**config.mk**
```make
export PLATFORM = sky130hd
export DESIGN_NAME = game_seq_ctrl
export DESIGN_NICKNAME = d
export VERILOG_FILES = /design/src/rtl/game_seq_ctrl.sv
export SDC_FILE = /design/constraint.sdc
export NUM_CORES = 1
export LEC_CHECK = 0
export ABC_CLOCK_PERIOD_IN_PS = 3000
export CORE_MARGIN = 4
export CORE_UTILIZATION = 39
export CTS_BUF_LIST = sky130_fd_sc_hd__clkbuf_8
export DETAILED_ROUTE_END_ITERATION = 16
export PLACE_DENSITY = 0.56
export SLEW_MARGIN = 20
export SYNTH_ARGS = -nofsm -noshare
export SYNTH_HDL_FRONTEND = slang
export SYNTH_SLANG_ARGS = --single-unit
```
**constraint.sdc**
```tcl
create_clock -name sys_clk -period 3 [get_ports sys_clk]
set_input_delay 0.45 -clock sys_clk [delete_from_list [all_inputs] [get_ports sys_clk]]
set_output_delay 0.45 -clock sys_clk [all_outputs]
set_load 0.01 [all_outputs]
```
**src/rtl/game_seq_ctrl.sv**
```systemverilog
// game_seq_ctrl -- game sequencing controller for a paddle/brick game.
//
// Synchronises and debounces the three board keys, turns the start key into
// a one-shot event, derives a frame tick from the falling edge of vsync, and
// runs the IDLE/SERVE/PLAY/PAUSE/OVER/WIN state machine that gates the game
// core.
//
// Ports
//   sys_clk       in   single system clock, rising edge
//   sys_rst       in   synchronous reset, active-high
//   btn_left_n    in   raw left key, low when pressed
//   btn_right_n   in   raw right key, low when pressed
//   btn_start_n   in   raw start key, low when pressed
//   vsync         in   VGA field sync, active-low pulse
//   ball_lost     in   one-cycle pulse when the ball passes the paddle
//   bricks_clear  in   level, high when no bricks remain
//   left, right   out  gated paddle controls, active-high, registered
//   game_run      out  core motion enable, registered
//   serve         out  one-cycle pulse: re-centre ball and paddle
//   new_game      out  one-cycle pulse: reload bricks
//   lives         out  remaining lives
//   endGame       out  high in OVER or WIN, registered
//   state         out  FSM encoding for debug/LEDs
module game_seq_ctrl #(
  parameter int DEB_CYCLES   = 500000,
  parameter int SERVE_FRAMES = 60,
  parameter int LIVES        = 3
) (
  input  logic       sys_clk,
  input  logic       sys_rst,
  input  logic       btn_left_n,
  input  logic       btn_right_n,
  input  logic       btn_start_n,
  input  logic       vsync,
  input  logic       ball_lost,
  input  logic       bricks_clear,
  output logic       left,
  output logic       right,
  output logic       game_run,
  output logic       serve,
  output logic       new_game,
  output logic [1:0] lives,
  output logic       endGame,
  output logic [2:0] state
);

  localparam int DW = $clog2(DEB_CYCLES + 1);
  localparam int FW = $clog2(SERVE_FRAMES + 1);

  typedef enum logic [2:0] {
    IDLE  = 3'd0,
    SERVE = 3'd1,
    PLAY  = 3'd2,
    PAUSE = 3'd3,
    OVER  = 3'd4,
    WIN   = 3'd5
  } state_t;

  // Key order: 0 = left, 1 = right, 2 = start. All levels active-low.
  logic [2:0] key_raw_n;
  logic [2:0] key_deb_n;

  assign key_raw_n = {btn_start_n, btn_right_n, btn_left_n};

  generate
    for (genvar gi = 0; gi < 3; gi++) begin : g_key
      logic [1:0]    sync_reg;
      logic [DW-1:0] cnt_reg;
      logic          deb_reg;

      // The debounced level only follows the synchronised key after it has
      // disagreed for DEB_CYCLES cycles in a row; any agreement restarts.
      always_ff @(posedge sys_clk) begin
        if (sys_rst) begin
          sync_reg <= 2'b11;
          cnt_reg  <= '0;
          deb_reg  <= 1'b1;
        end else begin
          sync_reg <= {sync_reg[0], key_raw_n[gi]};
          if (sync_reg[1] != deb_reg) begin
            if (cnt_reg == DW'(DEB_CYCLES - 1)) begin
              deb_reg <= sync_reg[1];
              cnt_reg <= '0;
            end else begin
              cnt_reg <= cnt_reg + DW'(1);
            end
          end else begin
            cnt_reg <= '0;
          end
        end
      end

      assign key_deb_n[gi] = deb_reg;
    end
  endgenerate

  // Start event and frame tick edge detectors.
  logic       start_prev_reg;
  logic [1:0] vsync_sync_reg;
  logic       vsync_prev_reg;
  logic       start_evt;
  logic       frame_tick;

  always_ff @(posedge sys_clk) begin
    if (sys_rst) begin
      start_prev_reg <= 1'b1;
      vsync_sync_reg <= 2'b11;
      vsync_prev_reg <= 1'b1;
    end else begin
      start_prev_reg <= key_deb_n[2];
      vsync_sync_reg <= {vsync_sync_reg[0], vsync};
      vsync_prev_reg <= vsync_sync_reg[1];
    end
  end

  assign start_evt  = start_prev_reg & ~key_deb_n[2];
  assign frame_tick = vsync_prev_reg & ~vsync_sync_reg[1];

  // Main sequencer with registered outputs.
  state_t        state_reg;
  logic [1:0]    lives_reg;
  logic [FW-1:0] frame_cnt_reg;
  logic          serve_reg;
  logic          new_game_reg;
  logic          game_run_reg;
  logic          end_game_reg;
  logic          left_reg;
  logic          right_reg;

  always_ff @(posedge sys_clk) begin
    if (sys_rst) begin
      state_reg     <= IDLE;
      lives_reg     <= 2'd0;
      frame_cnt_reg <= '0;
      serve_reg     <= 1'b0;
      new_game_reg  <= 1'b0;
      game_run_reg  <= 1'b0;
      end_game_reg  <= 1'b0;
      left_reg      <= 1'b0;
      right_reg     <= 1'b0;
    end else begin
      serve_reg    <= 1'b0;
      new_game_reg <= 1'b0;
      game_run_reg <= (state_reg == PLAY);
      end_game_reg <= (state_reg == OVER) || (state_reg == WIN);
      // Pressing both paddle keys cancels out.
      left_reg     <= ~key_deb_n[0] & key_deb_n[1] & game_run_reg;
      right_reg    <= ~key_deb_n[1] & key_deb_n[0] & game_run_reg;

      case (state_reg)
        IDLE, OVER, WIN: begin
          if (start_evt) begin
            state_reg     <= SERVE;
            lives_reg     <= 2'(LIVES);
            frame_cnt_reg <= '0;
            new_game_reg  <= 1'b1;
            serve_reg     <= 1'b1;
          end
        end
        SERVE: begin
          if (frame_tick) begin
            if (frame_cnt_reg != FW'(SERVE_FRAMES))
              frame_cnt_reg <= frame_cnt_reg + FW'(1);
            if (frame_cnt_reg >= FW'(SERVE_FRAMES - 1))
              state_reg <= PLAY;
          end
        end
        PLAY: begin
          // A cleared board wins even if the last ball is lost in the same cycle.
          if (bricks_clear) begin
            state_reg <= WIN;
          end else if (ball_lost) begin
            if (lives_reg > 2'd1) begin
              lives_reg     <= lives_reg - 2'd1;
              serve_reg     <= 1'b1;
              frame_cnt_reg <= '0;
              state_reg     <= SERVE;
            end else begin
              lives_reg <= 2'd0;
              state_reg <= OVER;
            end
          end else if (start_evt) begin
            state_reg <= PAUSE;
          end
        end
        PAUSE: begin
          if (start_evt)
            state_reg <= PLAY;
        end
        default: state_reg <= IDLE;
      endcase
    end
  end

  assign left     = left_reg;
  assign right    = right_reg;
  assign game_run = game_run_reg;
  assign serve    = serve_reg;
  assign new_game = new_game_reg;
  assign lives    = lives_reg;
  assign endGame  = end_game_reg;
  assign state    = state_reg;

endmodule

```
# Yosys cells after proc, flatten, opt, wreduce, memory -nomap -nowiden
# Index checks and enable logic that the tools add are counted.
# word_totals
register_bits,87
in_bits,8
output_inout_bits,11
wordCells,104
# op_classes
n_bitwise,14
n_addsub,5
n_mux,26
eq_ne,21
reduce_logical,15
n_lt_le_gt_ge,2
# ops
op,count
$add A19 B1 Y19 const B,3
$eq A19 B19 Y1 const B,3
$mux W6,6
$mux W3,8
$pmux W6 S3,1
$ne A2 B2 Y1 const B,7
$pmux W3 S4,1
$reduce_or A3 Y1,4
$mux W2,4
$not A1 Y1,8
$reduce_and A7 Y1,1
$add A6 B1 Y6 const B,1
$and A1 B1 Y1,6
$eq A3 B2 Y1 const B,2
$eq A3 B3 Y1 const B,2
$ge A6 B6 Y1 const B,1
$ne A6 B6 Y1 const B,1
$reduce_and A2 Y1,3
$reduce_and A5 Y1,1
$mux W1,4
$ne A4 B4 Y1 const B,1
$pmux W2 S2,1
$reduce_and A4 Y1,1
$eq A3 B1 Y1 const B,1
10 further kinds,12

# Logic depth before layout (Yosys ltp)
# Gate-level depths: netlist (run 1).
# depth
ltp_word,6
mapped_depth,7
mapped_depth_nobuf,6

# Worst setup path before layout (run 1)
# Ideal clock, no wire load.
# synth_path
path_type,flip-flop to flip-flop
start,register g_key[0].cnt_reg[9]
end,register g_key[0].cnt_reg[11]
setup_ns,0.115
stages_incl_launch_ff,6
required_ns,2.885
setup_slack_ns,1.065
synth_period_minus_slack_ns,1.935
n_path_buf,1
arrival_time_ns,1.820
cell_sequence,dfxtp_1 or4_1 or4_4 o21bai_4 buf_6 nor2_1
# synth_between
elab_chain_cells,2
word_cells_on_any_way,3
cone_classes,add/sub: 1; eq/ne: 1; reduce/logical: 1
# synth_lines
element,line_no,rtl
from (decl),68,logic [DW-1:0] cnt_reg;
from (signal assigned),85,cnt_reg <= cnt_reg + DW'(1);
"parallel branches: the longest is 2 deep, another holds $add A19 B1 Y19",-,
# Parallel ways; which one is timed is not known.
# A chain may end at the register's enable or synchronous reset.

# Final worst setup path (run 1)
# layout_path
start,register g_key[0].cnt_reg[9]
end,register g_key[0].cnt_reg[13]
# Same word-level chain as after synthesis.

==> results_dict.tcl, run 1 <==
set metrics [dict create \
    seqPwrFrac 0.552 \
    synth_edf_count 0 \
    drtPass1Iterations 4 \
    finalNetCount 464 \
    synth_cells 432 \
    vdd_drop_max_uv 240 \
    whs_path_depth 1 \
    grt-ovfl-total 0 \
    clkLatencyLatePin_ps 360 \
    powerDensity_mw_per_mm2 480 \
    async_flop_share 0 \
    antenna_cells 0 \
    avgSynthCellArea_um2 8.93 \
    clkSinkCount 87 \
    die_area_mm2 0.0115 \
    slew_headroom 0.416 \
    post_cts_resized 0 \
    layout-drive-gt1-share 0.0833 \
    synthDistinctLibCells 53 \
    fillers 948 \
    ctsHoldBuffers 0 \
    slowest_delay_ps 590 \
    tns_ps 0 \
    worstPathMaxFanout 17 \
    fin_crit_ps 2110 \
    yosysSeqAreaShare 0.452 \
    htree_levels 3 \
    finClkSkew_ps 10.5 \
    hold_viol 0 \
    boundaryPins 19 \
    cts.path.max_buffers 2 \
    status "finished clean" \
    core_area_mm2 0.00968 \
    drtIter0Drc 64 \
    setup_viol 0 \
    initial_utilization 0.398 \
    place_ws_ps 820 \
    cts_setup_buffers 0 \
    largest_reg_flops 57 \
    synth_area_leaders "dfxtp_1 45%, nor2_1 5.2%, xnor2_1 4.8%" \
    reg2regPathDepth 4 \
    die_x_um 107 \
    tightest_slew_ps 854 \
    synth_flop_cell "dfxtp_1" \
    io_buffers 18 \
    critPathCaptureType "register" \
    path_cells "or4_1, or4_4, o21bai_4, nor2_1" \
    synth_nets 445 \
    viasPerCell 5.19 \
    cts.clk_slew.worst_paths_ps 80 \
    synth_seq_cells 87 \
    antenna_found_initial 0 \
    swShare 0.207 \
    ant_nets 0 \
    numCtsBuffers 9 \
    final_cell_area_mm2 0.00438 \
    tritoncts "done" \
    seqCellArea_mm2 0.00174 \
    grt_usage 0.135 \
    dp_hpwl_um 5060 \
    syn_to_final_growth_pct 13.7 \
    pwr-share-comb 0.018 \
    crit_required_ps 3240 \
    slew_violations 0 \
    multi_input_area_mm2 0.00201 \
    slowest_stage "or4_4" \
    synth_top_cell_area_share 0.452 \
    dpl_cell_area_mm2 0.00416 \
    vias 3055 \
    yosys.cell_count.top_type "dfxtp_1" \
    synth_common_cells "87 x dfxtp_1, 53 x nor2_1, 29 x nand2_1, 29 x nand3_1, 23 x a21oi_1" \
    grt_max_degree 22 \
    crit_arrival_ps 2350 \
    rsz0062_at_grt "no" \
    static-leakage-power_nw 1.36 \
    wl_per_cell_um 12.6 \
    die_h_um 107 \
    grt_pass1_vias 2820 \
    max_freq_mhz 473 \
    pwr-share-clk 0.429 \
    yosysWarnings 0 \
    period_share 0.704 \
    cts_root_buffer "clkbuf_8" \
    max-cap-violations 0 \
    drc_errors 0 \
    startpoint_type "register" \
    switching_power_w 0.000436 \
    crit_type "register to register" \
    wl_um 7410 \
    synth_largest_area_cell "dfxtp_1" \
    rows 36 \
    internal-power_w 0.00167 \
    setup_ws_ps 887 \
    hold_path_class "register to register" \
    grt_pass1_wl_um 12800 \
    place.gp.congestion 0.836 \
    syn-cell-area_mm2 0.00386 \
]
-- path summary, 6_finish.rpt --
path	startpoint	endpoint	slack, ps
worst min-delay path	g_key[1].sync_reg[0]	g_key[1].sync_reg[1]	420
worst min register to register	g_key[1].sync_reg[0]	g_key[1].sync_reg[1]	420
worst max-delay path	g_key[0].cnt_reg[9]	g_key[0].cnt_reg[13]	890
worst max register to register	g_key[0].cnt_reg[9]	g_key[0].cnt_reg[13]	890
-- kinds of logic (layout without fill, tap and decap cells) --
group | count (synthesis) | after routing | share of synthesized area
buffers and inverters | 25 | 49 | 0.0273
muxes | 3 | 3 | 0.00811
xor gates and xnor gates | 41 | 41 | 0.0931
DFF | 87 | 87 | 0.452
AOI/OAI and AO/OA | 63 | 63 | 0.111
adders and majority gates | 5 | 5 | 0.0162
and+or+nand+nor | 208 | 208 | 0.293
-- layout by cell type (no fill, tap or decap), drive strengths merged, types with 4 or more instances in the layout --
master | netlist | final
a21oi | 23 | 23
and3 | 4 | 4
and4 | 9 | 9
clkbuf | 8 | 10
clkdlybuf4s50 | 0 | 18
dfxtp | 87 | 87
ha | 5 | 5
inv | 13 | 16
nand2 | 29 | 29
nand2b | 5 | 5
nand3 | 29 | 29
nand4 | 11 | 11
nor2 | 53 | 53
nor3 | 9 | 9
nor4 | 9 | 9
nor4bb | 4 | 4
o21ai | 13 | 13
o31ai | 8 | 8
or2 | 12 | 12
or3 | 10 | 10
or4 | 11 | 11
xnor2 | 21 | 21
xor2 | 20 | 20
-- layer usage --
| metal | wire [µm] | up-vias | part of all wire | GRT usage |
|---|---|---|---|---|
| met5 | 0 | - | 0 | 0 |
| met4 | 151 | 0 | 0.020 | 0.0622 |
| met3 | 192 | 14 | 0.026 | 0.0276 |
| met2 | 3330 | 37 | 0.45 | 0.218 |
| met1 | 3730 | 1414 | 0.50 | 0.175 |
| li1 | - | 1590 | - | - |
-- worst max-delay path: cells and delay by family, from the launching register on --
| family | cells | cell delay, ps |
|---|---|---|
| AO/OA/AOI/OAI | 1 | 400 |
| flip-flops | 1 | 370 |
| AND/OR/NAND/NOR | 3 | 1220 |
-- stage by stage --
step	total power [W]	std cells	hold slack, ps	utilization
floorplan	0.00121	432	389	-
global placement	0.00123	573	392	0.430
detailed placement	0.00123	573	399	0.430
CTS	0.00214	589	420	0.453
global route	0.00219	589	434	0.453
finish	0.00210	589	418	0.453
-- power by group through the flow --
stage | registers, W | logic, W | clock network [W]
floorplan | 0.00119 | 0.0000220 | 0
global placement | 0.00119 | 0.0000384 | 0
detailed placement | 0.00119 | 0.0000390 | 0
CTS | 0.00116 | 0.0000391 | 0.000935
global route | 0.00116 | 0.0000429 | 0.000979
finish | 0.00116 | 0.0000385 | 0.000904
-- final cells by class --
class                           instances  share of cell area
Timing Repair Buffer                   20              0.0445
Tap cell                              133              0.0380
Clock inverter                          6              0.0194
Inverter                               13              0.0111
Clock buffer                           10              0.0314
Multi-Input combinational cell        320               0.458
Sequential cell                        87               0.397
Note: power is estimated with default switching activity, not from simulation.
==> run 2, diff against run 1 <==
--- a/config.mk
+++ b/config.mk
@@ -5,7 +5,7 @@
 export SDC_FILE = /design/constraint.sdc
 export NUM_CORES = 1
 export LEC_CHECK = 0
-export ABC_CLOCK_PERIOD_IN_PS = 3000
+export ABC_CLOCK_PERIOD_IN_PS = 2200
 export CORE_MARGIN = 4
 export CORE_UTILIZATION = 39
 export CTS_BUF_LIST = sky130_fd_sc_hd__clkbuf_8
==> constraint.sdc (replaced) <==
create_clock -name sys_clk -period 2.2 [get_ports sys_clk]
set_input_delay 0.33 -clock sys_clk [delete_from_list [all_inputs] [get_ports sys_clk]]
set_output_delay 0.33 -clock sys_clk [all_outputs]
set_load 0.01 [all_outputs]
==> results_dict.tcl, run 2 (synthesis results as in run 1) <==
set metrics [dict create \
    finalPower_w 0.00279 \
    vdd_drop_max_uv 399 \
    drtPass1Iterations 4 \
    finalNetCount 477 \
    status "finished clean" \
    grt-ovfl-total 0 \
    viasPerCell 5.17 \
    dp_hpwl_um 5300 \
    hold_path_class "register to register" \
    clkSinkCount 87 \
    cts_root_buffer "clkbuf_8" \
    final_common_cell "dfxtp_1" \
    cts.path.max_buffers 2 \
    tightest_slew_ps 482 \
    path_buf_inv 0 \
    crit_arrival_ps 2320 \
    place.gp.congestion 0.818 \
    crit_family "simple AND/OR/NAND/NOR gates" \
    layout-drive-gt1-share 0.113 \
    startpoint_type "register" \
    grt_usage 0.140 \
    whs_path_depth 1 \
    period_share 0.951 \
    slew_violations 0 \
    core_area_mm2 0.00968 \
    grt_busiest_layer "met2" \
    max-cap-violations 0 \
    reg2regPathDepth 4 \
    path_cells "or4_1, or4_4, o21bai_4, nor2_1" \
    syn_to_final_growth_pct 15.8 \
    ant_nets 0 \
    post_cts_resized 0 \
    clkLatencyLatePin_ps 350 \
    fin_crit_ps 2090 \
    cts.clk_slew.worst_paths_ps 80 \
    slowest_stage "or4_4" \
    cts_setup_buffers 0 \
    worst-path-stages 4 \
    htree_levels 3 \
    largest_reg_flops 57 \
    powerDensity_mw_per_mm2 625 \
    antenna_cells 0 \
    vias 3112 \
    grt_pass1_wl_um 13300 \
    antenna_found_initial 0 \
    tritoncts "done" \
    drtIter0Drc 62 \
    die_x_um 107 \
    worstPathMaxFanout 17 \
    setup_viol 0 \
    die_h_um 107 \
    boundaryPins 19 \
    grtUsageMet1 0.184 \
    initial_utilization 0.398 \
    crit_required_ps 2420 \
    grt_use_met3 0.0324 \
    slowest_delay_ps 570 \
    mostFrequentLayoutCells "87 x dfxtp_1, 53 x nor2_1, 29 x nand3_1, 29 x nand2_1, 23 x a21oi_1" \
    crit_type "register to register" \
    wl_per_cell_um 12.4 \
    max_freq_mhz 478 \
    wl_um 7440 \
    die_area_mm2 0.0115 \
    static-leakage-power_nw 1.41 \
    hold_viol 0 \
    numCtsBuffers 9 \
    grt_pass1_vias 2904 \
    finClkSkew_ps 13.0 \
    io_buffers 18 \
    drc_errors 0 \
    critPathCaptureType "register" \
    tns_ps 0 \
    ctsHoldBuffers 0 \
    gr-usage-met2 0.226 \
    rows 36 \
    grt_max_degree 22 \
    slew_headroom 0.679 \
    rsz0062_at_grt "no" \
]
-- run 2: per-stage QoR --
stage	util	cells	hold slack [ps]	setup slack (ps)	instance area [µm²]
after global routing	0.461	602	431	9.32	4470
after detailed placement	0.440	586	394	92.6	4260
after floorplan	-	432	389	265	3860
after global placement	0.440	586	394	146	4260
final	0.461	602	408	107	4470
after CTS	0.461	602	407	83.5	4470
-- run 2: path summary, 6_finish.rpt --
path	endpoint	slack [ps]	startpoint
hold / removal	g_key[2].sync_reg[1]	410	g_key[2].sync_reg[0]
hold reg to reg	g_key[2].sync_reg[1]	410	g_key[2].sync_reg[0]
setup / recovery	g_key[0].cnt_reg[9]	110	g_key[0].cnt_reg[9]
setup reg to reg	g_key[0].cnt_reg[9]	110	g_key[0].cnt_reg[9]
-- run 2: worst register-to-register path: stages (launching register included) --
cell,delay [ps]
dfxtp_1,370
or4_1,530
or4_4,570
o21bai_4,400
nor2_1,100
-- run 2: final cells by class --
cell class	instances	area (µm²)
clock inverters	5	56.3
flip-flops and latches	87	1740
inverters	13	48.8
repair buffers	33	293
well taps	133	166
fillers	978	5220
multi-input cells	320	2010
clock buffers	11	151
-- run 2: power by group --
| group | internal (W) | leakage (nW) | switching (W) | total, W |
|---|---|---|---|---|
| combinational | 0.0000272 | 0.599 | 0.0000279 | 0.0000550 |
| clock | 0.000585 | 0.105 | 0.000566 | 0.00115 |
| sequential | 0.00158 | 0.703 | 0.00000375 | 0.00159 |
| total | 0.00219 | 1.41 | 0.000598 | 0.00279 |
-- run 2: layer usage --
layer | routed length, µm | part of all wire
met1 | 3660 | 0.49
met2 | 3440 | 0.46
met4 | 107 | 0.014
met5 | 0 | 0
met3 | 231 | 0.031
==> run 3, diff against run 2 <==
==> constraint.sdc (replaced) <==
create_clock -name sys_clk -period 2.2 [get_ports sys_clk]
set_input_delay 0.33 -clock sys_clk [delete_from_list [all_inputs] [get_ports sys_clk]]
set_output_delay 0.33 -clock sys_clk [all_outputs]
set_load 0.05 [all_outputs]
==> results_dict.tcl, run 3 (synthesis results as in run 1) <==
set metrics [dict create \
    antenna_found_initial 0 \
    crit_arrival_ps 2310 \
    grt-ovfl-total 0 \
    tritoncts "done" \
    ctsHoldBuffers 0 \
    cts.path.max_buffers 2 \
    setup_viol 0 \
    post_cts_resized 0 \
    slowest_delay_ps 580 \
    wl_per_cell_um 12.2 \
    grt_pass1_vias 2891 \
    slowest_stage "or4_4" \
    cts.clk_slew.worst_paths_ps 80 \
    largest_reg_flops 57 \
    drc_errors 0 \
    fin_crit_ps 2090 \
    htree_levels 3 \
    path_cells "or4_1, or4_4, o21bai_4, nor2_1" \
    io_buffers 18 \
    initial_utilization 0.398 \
    startpoint_type "register" \
    slew_violations 0 \
    hold_viol 0 \
    finalNetCount 477 \
    syn_to_final_growth_pct 15.4 \
    core_area_mm2 0.00968 \
    grt_usage 0.135 \
    cts_setup_buffers 0 \
    die_area_mm2 0.0115 \
    crit_required_ps 2420 \
    antenna_cells 0 \
    clkLatencyLatePin_ps 340 \
    mostFrequentLayoutCells "86 x dfxtp_1, 53 x nor2_1, 29 x nand3_1, 29 x nand2_1, 23 x a21oi_1" \
    finClkSkew_ps 7.49 \
    critPathCaptureType "register" \
    layout-drive-gt1-share 0.109 \
    max-cap-violations 0 \
    final_cell_area_mm2 0.00445 \
    worstPathMaxFanout 17 \
    crit_type "register to register" \
    dpl_cell_area_mm2 0.00426 \
    wl_um 7320 \
    dp_hpwl_um 5220 \
    slew_headroom 0.665 \
    cts_root_buffer "clkbuf_8" \
    rows 36 \
    fin_util 0.460 \
    viasPerCell 5.18 \
    status "finished clean" \
    grt_max_degree 22 \
    drtPass1Iterations 4 \
    vdd_drop_max_uv 322 \
    final_common_cell "dfxtp_1" \
    max_freq_mhz 478 \
    die_h_um 107 \
    boundaryPins 19 \
    static-leakage-power_nw 1.41 \
    drtIter0Drc 60 \
    grt_pass1_wl_um 13000 \
    period_share 0.951 \
    vias 3120 \
    tightest_slew_ps 501 \
    powerDensity_mw_per_mm2 612 \
    hold_path_class "register to register" \
    tns_ps 0 \
    place.gp.congestion 0.802 \
    clkSinkCount 87 \
    numCtsBuffers 9 \
    finalPower_w 0.00273 \
    rsz0062_at_grt "no" \
    die_x_um 107 \
    ant_nets 0 \
]
==> run 3: cell types whose count changed in the layout (fill, tap and decap cells not counted) <==
cell and change:
dfxtp_1 -1, clkinv_4 -1, inv_1 +3, dfxtp_2 +1, clkbuf_8 -1, clkinv_2 -1
==> run 3: layout make-up <==
cell class              count  area, µm²
multi-input cells         320       2010
repair buffers             33        293
fillers                   955       5230
clock buffers              10        138
clock inverters             6       53.8
inverters                  13       48.8
flip-flops and latches     87       1740
well taps                 133        166
==> run 3: through the flow <==
stage / std cells / setup WS (ps) / hold slack, ps
after floorplan: 432 / 57.3 / 389
after global placement: 586 / 153 / 394
after detailed placement: 586 / 95.1 / 394
after CTS: 602 / 82.0 / 414
after global routing: 602 / 2.53 / 435
final: 602 / 109 / 413
==> run 3: worst max-delay path: cells and delay by family, from the launching register on <==
kind | cells | cell delay (ps)
flops | 1 | 360
compound gates | 1 | 400
simple gates | 3 | 1210
==> run 3: final timing paths <==
kind	start	endpoint	slack, ps	cells after the start
max	g_key[0].cnt_reg[9]	g_key[0].cnt_reg[10]	110	4
min	g_key[0].sync_reg[0]	g_key[0].sync_reg[1]	410	1
max reg2reg	g_key[0].cnt_reg[9]	g_key[0].cnt_reg[10]	110	4
min reg2reg	g_key[0].sync_reg[0]	g_key[0].sync_reg[1]	410	1
==> run 3: where the power goes <==
part	internal (W)	switching, W
sequential	0.00158	0.00000373
clock	0.000543	0.000542
combinational	0.0000272	0.0000284
==> run 3: layer usage <==
layer	up-vias	GRT usage	wire length (µm)
met2	31	0.214	3300
met3	14	0.0222	209
met1	1459	0.182	3660
met4	0	0.0604	153
li1	1616	-	-
met5	-	0	0
